### config.mk
export PLATFORM = sky130hd
export DESIGN_NAME = z_run_monitor
export DESIGN_NICKNAME = d
export VERILOG_FILES = /design/src/rtl/z_run_monitor.sv
export SDC_FILE = /design/constraint.sdc
export NUM_CORES = 1
export LEC_CHECK = 0
export BUFFER_PORTS_ARGS = -buffer_cell sky130_fd_sc_hd__buf_4
export CAP_MARGIN = 20
export CORE_MARGIN = 2
export CORE_UTILIZATION = 59
export DETAILED_ROUTE_END_ITERATION = 10
export PLACE_DENSITY = 0.91
export REMOVE_ABC_BUFFERS = 1
export SYNTH_ARGS = -nofsm -noshare
export SYNTH_HDL_FRONTEND = slang
export SYNTH_SLANG_ARGS = --single-unit
### constraint.sdc
create_clock -name Clk -period 3.34 [get_ports Clk]
set_input_delay 0.501 -clock Clk [delete_from_list [all_inputs] [get_ports Clk]]
set_output_delay 0.501 -clock Clk [all_outputs]
set_load 0.01 [all_outputs]
### src/rtl/z_run_monitor.sv
// z_run_monitor: statistics collector for a four-in-a-row sequence detector.
// It watches the detector's terminal-state flags z0 (run of 0s) and z1 (run of 1s).
// For each polarity it counts run starts, and it tracks the current and longest run
// lengths. It also keeps a sticky error for the illegal z0&z1 combination.
// Optional build macro Z_RUN_HEX_EN adds registered seven-segment outputs HEX0/HEX1.
// These show the low nibble of each run counter.
module z_run_monitor #(
   parameter int CW = 8,
   parameter int LW = 8
) (
   input  logic          Clk,
   input  logic          Resetn,
   input  logic          z0,
   input  logic          z1,
   input  logic          clr,
   output logic [CW-1:0] run_count0,
   output logic [CW-1:0] run_count1,
   output logic [LW-1:0] max_len,
   output logic [LW-1:0] cur_len,
   output logic          in_run,
   output logic          run_done,
   output logic          err
`ifdef Z_RUN_HEX_EN
   ,
   output logic [6:0]    HEX0,
   output logic [6:0]    HEX1
`endif
);

   typedef enum logic [1:0] {
      IDLE = 2'b00,
      RUN0 = 2'b01,
      RUN1 = 2'b10
   } state_t;

   localparam logic [CW-1:0] CNT_MAX  = {CW{1'b1}};
   localparam logic [CW-1:0] CNT_ONE  = {{(CW-1){1'b0}}, 1'b1};
   localparam logic [CW-1:0] CNT_ZERO = {CW{1'b0}};
   localparam logic [LW-1:0] LEN_MAX  = {LW{1'b1}};
   localparam logic [LW-1:0] LEN_ONE  = {{(LW-1){1'b0}}, 1'b1};
   localparam logic [LW-1:0] LEN_ZERO = {LW{1'b0}};

   state_t        state_r;
   state_t        state_s;

   // A flag counts only when it is high alone.
   // Both flags high together behave like no flag at all.
   logic          flag0_s;
   logic          flag1_s;
   logic          both_s;

   logic          start0_s;
   logic          start1_s;
   logic          ending_s;

   logic [CW-1:0] run_count0_s;
   logic [CW-1:0] run_count1_s;
   logic [LW-1:0] max_len_s;
   logic [LW-1:0] cur_len_s;
   logic          in_run_s;
   logic          run_done_s;
   logic          err_s;

   assign flag0_s = z0 & ~z1;
   assign flag1_s = z1 & ~z0;
   assign both_s  = z0 & z1;

   // State register; an async reset discards any run in progress.
   always_ff @(posedge Clk or negedge Resetn) begin
      if (!Resetn) begin
         state_r <= IDLE;
      end else begin
         state_r <= state_s;
      end
   end

   // Next state: the clean flag alone picks the state.
   // This lets a run of one polarity hand over directly to the other.
   always_comb begin
      state_s = IDLE;
      if (clr) begin
         state_s = IDLE;
      end else begin
         case (state_r)
            IDLE, RUN0, RUN1: begin
               if (flag0_s) begin
                  state_s = RUN0;
               end else if (flag1_s) begin
                  state_s = RUN1;
               end else begin
                  state_s = IDLE;
               end
            end
            default: state_s = IDLE;
         endcase
      end
   end

   // Output next-values derived from the current and next state (clr wins over everything).
   always_comb begin
      start0_s     = (state_s == RUN0) && (state_r != RUN0);
      start1_s     = (state_s == RUN1) && (state_r != RUN1);
      ending_s     = (state_r != IDLE) && (state_s != state_r);
      run_count0_s = run_count0;
      run_count1_s = run_count1;
      max_len_s    = max_len;
      cur_len_s    = cur_len;
      in_run_s     = (state_s != IDLE);
      run_done_s   = 1'b0;
      err_s        = err;
      if (clr) begin
         run_count0_s = CNT_ZERO;
         run_count1_s = CNT_ZERO;
         max_len_s    = LEN_ZERO;
         cur_len_s    = LEN_ZERO;
         in_run_s     = 1'b0;
         run_done_s   = 1'b0;
         err_s        = 1'b0;
      end else begin
         if (start0_s && (run_count0 != CNT_MAX)) begin
            run_count0_s = run_count0 + CNT_ONE;
         end else begin
            run_count0_s = run_count0;
         end
         if (start1_s && (run_count1 != CNT_MAX)) begin
            run_count1_s = run_count1 + CNT_ONE;
         end else begin
            run_count1_s = run_count1;
         end
         // cur_len already holds the finished run's (possibly saturated) length here
         if (ending_s && (cur_len > max_len)) begin
            max_len_s = cur_len;
         end else begin
            max_len_s = max_len;
         end
         if (state_s == IDLE) begin
            cur_len_s = LEN_ZERO;
         end else if (state_s != state_r) begin
            cur_len_s = LEN_ONE;
         end else if (cur_len != LEN_MAX) begin
            cur_len_s = cur_len + LEN_ONE;
         end else begin
            cur_len_s = cur_len;
         end
         run_done_s = ending_s;
         if (both_s) begin
            err_s = 1'b1;
         end else begin
            err_s = err;
         end
      end
   end

   // Registered statistics outputs.
   always_ff @(posedge Clk or negedge Resetn) begin
      if (!Resetn) begin
         run_count0 <= CNT_ZERO;
         run_count1 <= CNT_ZERO;
         max_len    <= LEN_ZERO;
         cur_len    <= LEN_ZERO;
         in_run     <= 1'b0;
         run_done   <= 1'b0;
         err        <= 1'b0;
      end else begin
         run_count0 <= run_count0_s;
         run_count1 <= run_count1_s;
         max_len    <= max_len_s;
         cur_len    <= cur_len_s;
         in_run     <= in_run_s;
         run_done   <= run_done_s;
         err        <= err_s;
      end
   end

`ifdef Z_RUN_HEX_EN
   // Active-low seven-segment glyph for one hex digit, bit order g..a.
   function automatic logic [6:0] seg7(input logic [3:0] d);
      logic [6:0] s;
      case (d)
         4'h0:    s = 7'h40;
         4'h1:    s = 7'h79;
         4'h2:    s = 7'h24;
         4'h3:    s = 7'h30;
         4'h4:    s = 7'h19;
         4'h5:    s = 7'h12;
         4'h6:    s = 7'h02;
         4'h7:    s = 7'h78;
         4'h8:    s = 7'h00;
         4'h9:    s = 7'h10;
         4'hA:    s = 7'h08;
         4'hB:    s = 7'h03;
         4'hC:    s = 7'h46;
         4'hD:    s = 7'h21;
         4'hE:    s = 7'h06;
         4'hF:    s = 7'h0E;
         default: s = 7'h7F;
      endcase
      return s;
   endfunction

   // Display registers follow the counter registers one cycle behind; blank during reset.
   always_ff @(posedge Clk or negedge Resetn) begin
      if (!Resetn) begin
         HEX0 <= 7'h7F;
         HEX1 <= 7'h7F;
      end else begin
         HEX0 <= seg7(run_count0[3:0]);
         HEX1 <= seg7(run_count1[3:0]);
      end
   end
`else
   // No display outputs in this build.
`endif

endmodule

==> impl_results.md <==
- Status: completed
- GRT overflow: 0
- Switching share of power: 23.0%
- Finish-stage setup viols: 0
- Total GRT Usage: 22.8%
- Most frequent cells in the layout: 39 x buf_4, 37 x dfrtp_1, 28 x nor2_1
- Initial Util: 61.9%
- Adder-cell share of the synthesized area: 6.67%
- Clk_lat worst skew: 0.35 ns
- TritonRoute pass-1 iters: 4
- Peak Freq: 469 MHz
- Root Driver: clkbuf_4
- Endpoint type of the worst setup path: flip-flop
- CP Class: flip-flop to flip-flop
- Area post-placement: 0.00238 mm²
- Critical Path Fanout Max: 8
- P per Cell Area: 346 mW/mm²
- Slew @ Worst Pin: 0.631 ns
- Post-synthesis xor/xnor area fraction: 6.79%
- Drt drc: 0
- Worst clock skew: 0.0134 ns
- RSZ-0062 raised after global routing: no
- Initial antenna violation count: 0
- Nets: 257
- Min-Delay Path Class: input port to async pin
- Fillers: 231
- CTS buffer count: 5
- Final hold vios: 0
- CTS tree: yes
- DIE AREA: 0.00399 mm²
- N_diodes: 0
- Dpl hpwl: 2800 µm
- Post-Syn Area: 0.00206 mm²
- Int Pwr: 0.000659 W
- Hold_buf cts: 0
- Synth area leaders: dfrtp_1 45%, ha_1 6.7%, or2b_1 5.5%, mux2i_1 5.3%, nor2_1 5.1%
- Final ANT Viol Nets: 0
- Share of the yosys chip area belonging to registers: 44.8%
- Max-cap violations: 0
- Synth Warn #: 0
- Row count: 21
- Compound-Gate Fraction of Synth Area: 10.1%
- Register Area: 926 µm²
- I/O pin cnt: 40
- Horiz. Die Dim: 63.2 µm
- Reg power frac: 54.0%
- Max-Slew Margin vs Limit: 57.7%
- Mux cell area share after synthesis: 5.33%
- Crit start category: flip-flop
- Clock Path Buffers: 2
- Tcrit/Tclk final: 63.8%
- Vias: 1590
- Minimum clock period: 2.13 ns
- Core box area: 0.00334 mm²
- Die Span Y: 63.2 µm
- Fin. max-slew vios: 0
- Vias per std cell: 5.52
- Netlist cell types: 39
- Critical Path RT: 3.60 ns
- CTS sink cnt: 37
- Vias in the first global route: 1560
- Peak supply drop: 0.000253 V
- H-tree levels: 2
- Layout cells sized above 1: 23.1%
- Commonest non-fill, non-tap cell in the layout: buf_4
- Post-synth top area share: 44.8%
- PortBufs: 39
- Combinational power share: 7.5%
- Largest family of logic cells by synthesized area: simple AND/OR/NAND/NOR gates
- Critical Path AT: 2.39 ns
- Post-Route Utilization: 74.1%
- Leakage Power: 1.11 nW
- Post-Syn Instances: 199
- Dominant cell type by area after synthesis: dfrtp_1
- Simple-Gate Fraction of Synth Area: 23.0%
- Setup TNS Final: 0 ns
- Area Growth Syn to Fin: 19.8%
- First-pass GRT wire length: 7190 µm
- Post-CTS Setup Inserts: 0
- RD Place Congestion: 0.820
- Clock transition at the registers of the reported paths: 0.12 ns
- Initial DRC count: 81
- Final design area excluding fillers: 0.00247 mm²
- Post-CTS sizing: 0
- Flops & latches, synth: 37
- Routed wire length per instance: 14.0 µm
- Mean area per synthesized cell: 10.4 µm²
- Final WL: 4020 µm
- Switching pwr: 0.000197 W
- Area of the multi-input gates: 0.00107 mm²
- Clk pwr share: 38.4%
- Largest net degree at the start of global routing: 39
## state kept, by name (all words and copies together), names as in the netlist
register,flops
in_run,1
cur_len,8
run_count1,8
run_count0,8
max_len,8
err,1
state_r,2
run_done,1
## power groups by stage
stage	clock network [W]	registers, W	logic [W]
final	0.000329	0.000463	0.0000646
after global placement	0	0.000471	0.0000639
after detailed placement	0	0.000472	0.0000656
after CTS	0.000337	0.000463	0.0000658
after global routing	0.000353	0.000464	0.0000725
after floorplan	0	0.000473	0.0000292
## area by class of cell
type	instances	area share, %
Clock inverter	2	1.52
Multi-Input combinational cell	148	43.3
Tap cell	46	2.33
Timing Repair Buffer	39	11.8
Inverter	10	1.52
Sequential cell	37	37.4
Clock buffer	6	2.07
## metrics by stage
| step | hold WS (ns) | power [W] | instances | setup WS [ns] |
|---|---|---|---|---|
| 2_1_floorplan | 0.205 | 0.000502 | 195 | 1.44 |
| 3_3_place_gp | 0.483 | 0.000535 | 280 | 1.35 |
| 3_5_place_dp | 0.486 | 0.000537 | 280 | 1.21 |
| 4_1_cts | 0.0959 | 0.000865 | 288 | 1.19 |
| 5_1_grt | 0.117 | 0.000890 | 288 | 1.10 |
| 6_report | 0.0912 | 0.000857 | 288 | 1.21 |
## worst max-delay path, cell delays in order, from the launching register on
cell      delay [ns]
dfrtp_1         0.46
ha_1            0.31
nor2b_1         0.14
o211ai_1        0.11
a21o_2          0.22
a311oi_4        0.54
mux2i_1         0.28
## cells by family after synthesis
logic type / Yosys count
adder cells (fa/ha/maj): 11
XOR/XNOR: 16
buffers and inverters: 14
flip-flops: 37
AND/OR/NAND/NOR: 86
AO/OA/AOI/OAI: 24
multiplexers: 11
## path summary, 6_finish.rpt
path	startpoint	end	slack [ns]	depth (start not counted)
setup / recovery	cur_len[1]	max_len[4]	1.21	6
hold / removal	Resetn	run_count0[0]	0.09	1
setup reg to reg	cur_len[1]	max_len[4]	1.21	6
hold reg to reg	err	err	0.52	2
max in group asynchronous	Resetn	max_len[3]	2.91	1
min in group Clk	z1	err	0.42	3
## synthesized netlist by cell type
library cell,instances
o21bai_1,1
a311oi_4,2
nand2b_1,1
nor3b_1,3
dfrtp_1,37
nor4bb_1,1
a41oi_1,1
nand3_1,10
nor3_1,6
and4_1,3
a211oi_2,1
or3_1,1
a21oi_1,6
o22ai_2,1
nand4_1,5
o21ai_1,1
nor2b_1,1
a21boi_0,1
or2b_2,2
nor2_1,28
xnor2_1,9
a21o_2,1
a211oi_1,1
o21ai_0,2
o31ai_1,1
a31oi_1,1
and3_1,2
o211ai_1,1
xor2_1,7
nand2_1,7
mux2i_1,11
inv_1,10
o22a_2,1
ha_1,11
or2b_1,15
a21o_1,2
clkbuf_1,2
buf_6,2
or3b_4,1
## routing by layer
metal / vias up / track usage [%] / wire length [µm]
met1: 773 / 29.4 / 1770
met5: - / 0 / 0
met2: 33 / 37.9 / 2050
met3: 7 / 5.18 / 148
li1: 777 / - / -
met4: 0 / 7.78 / 54
No activity file was read; power rests on OpenSTA's default activity.
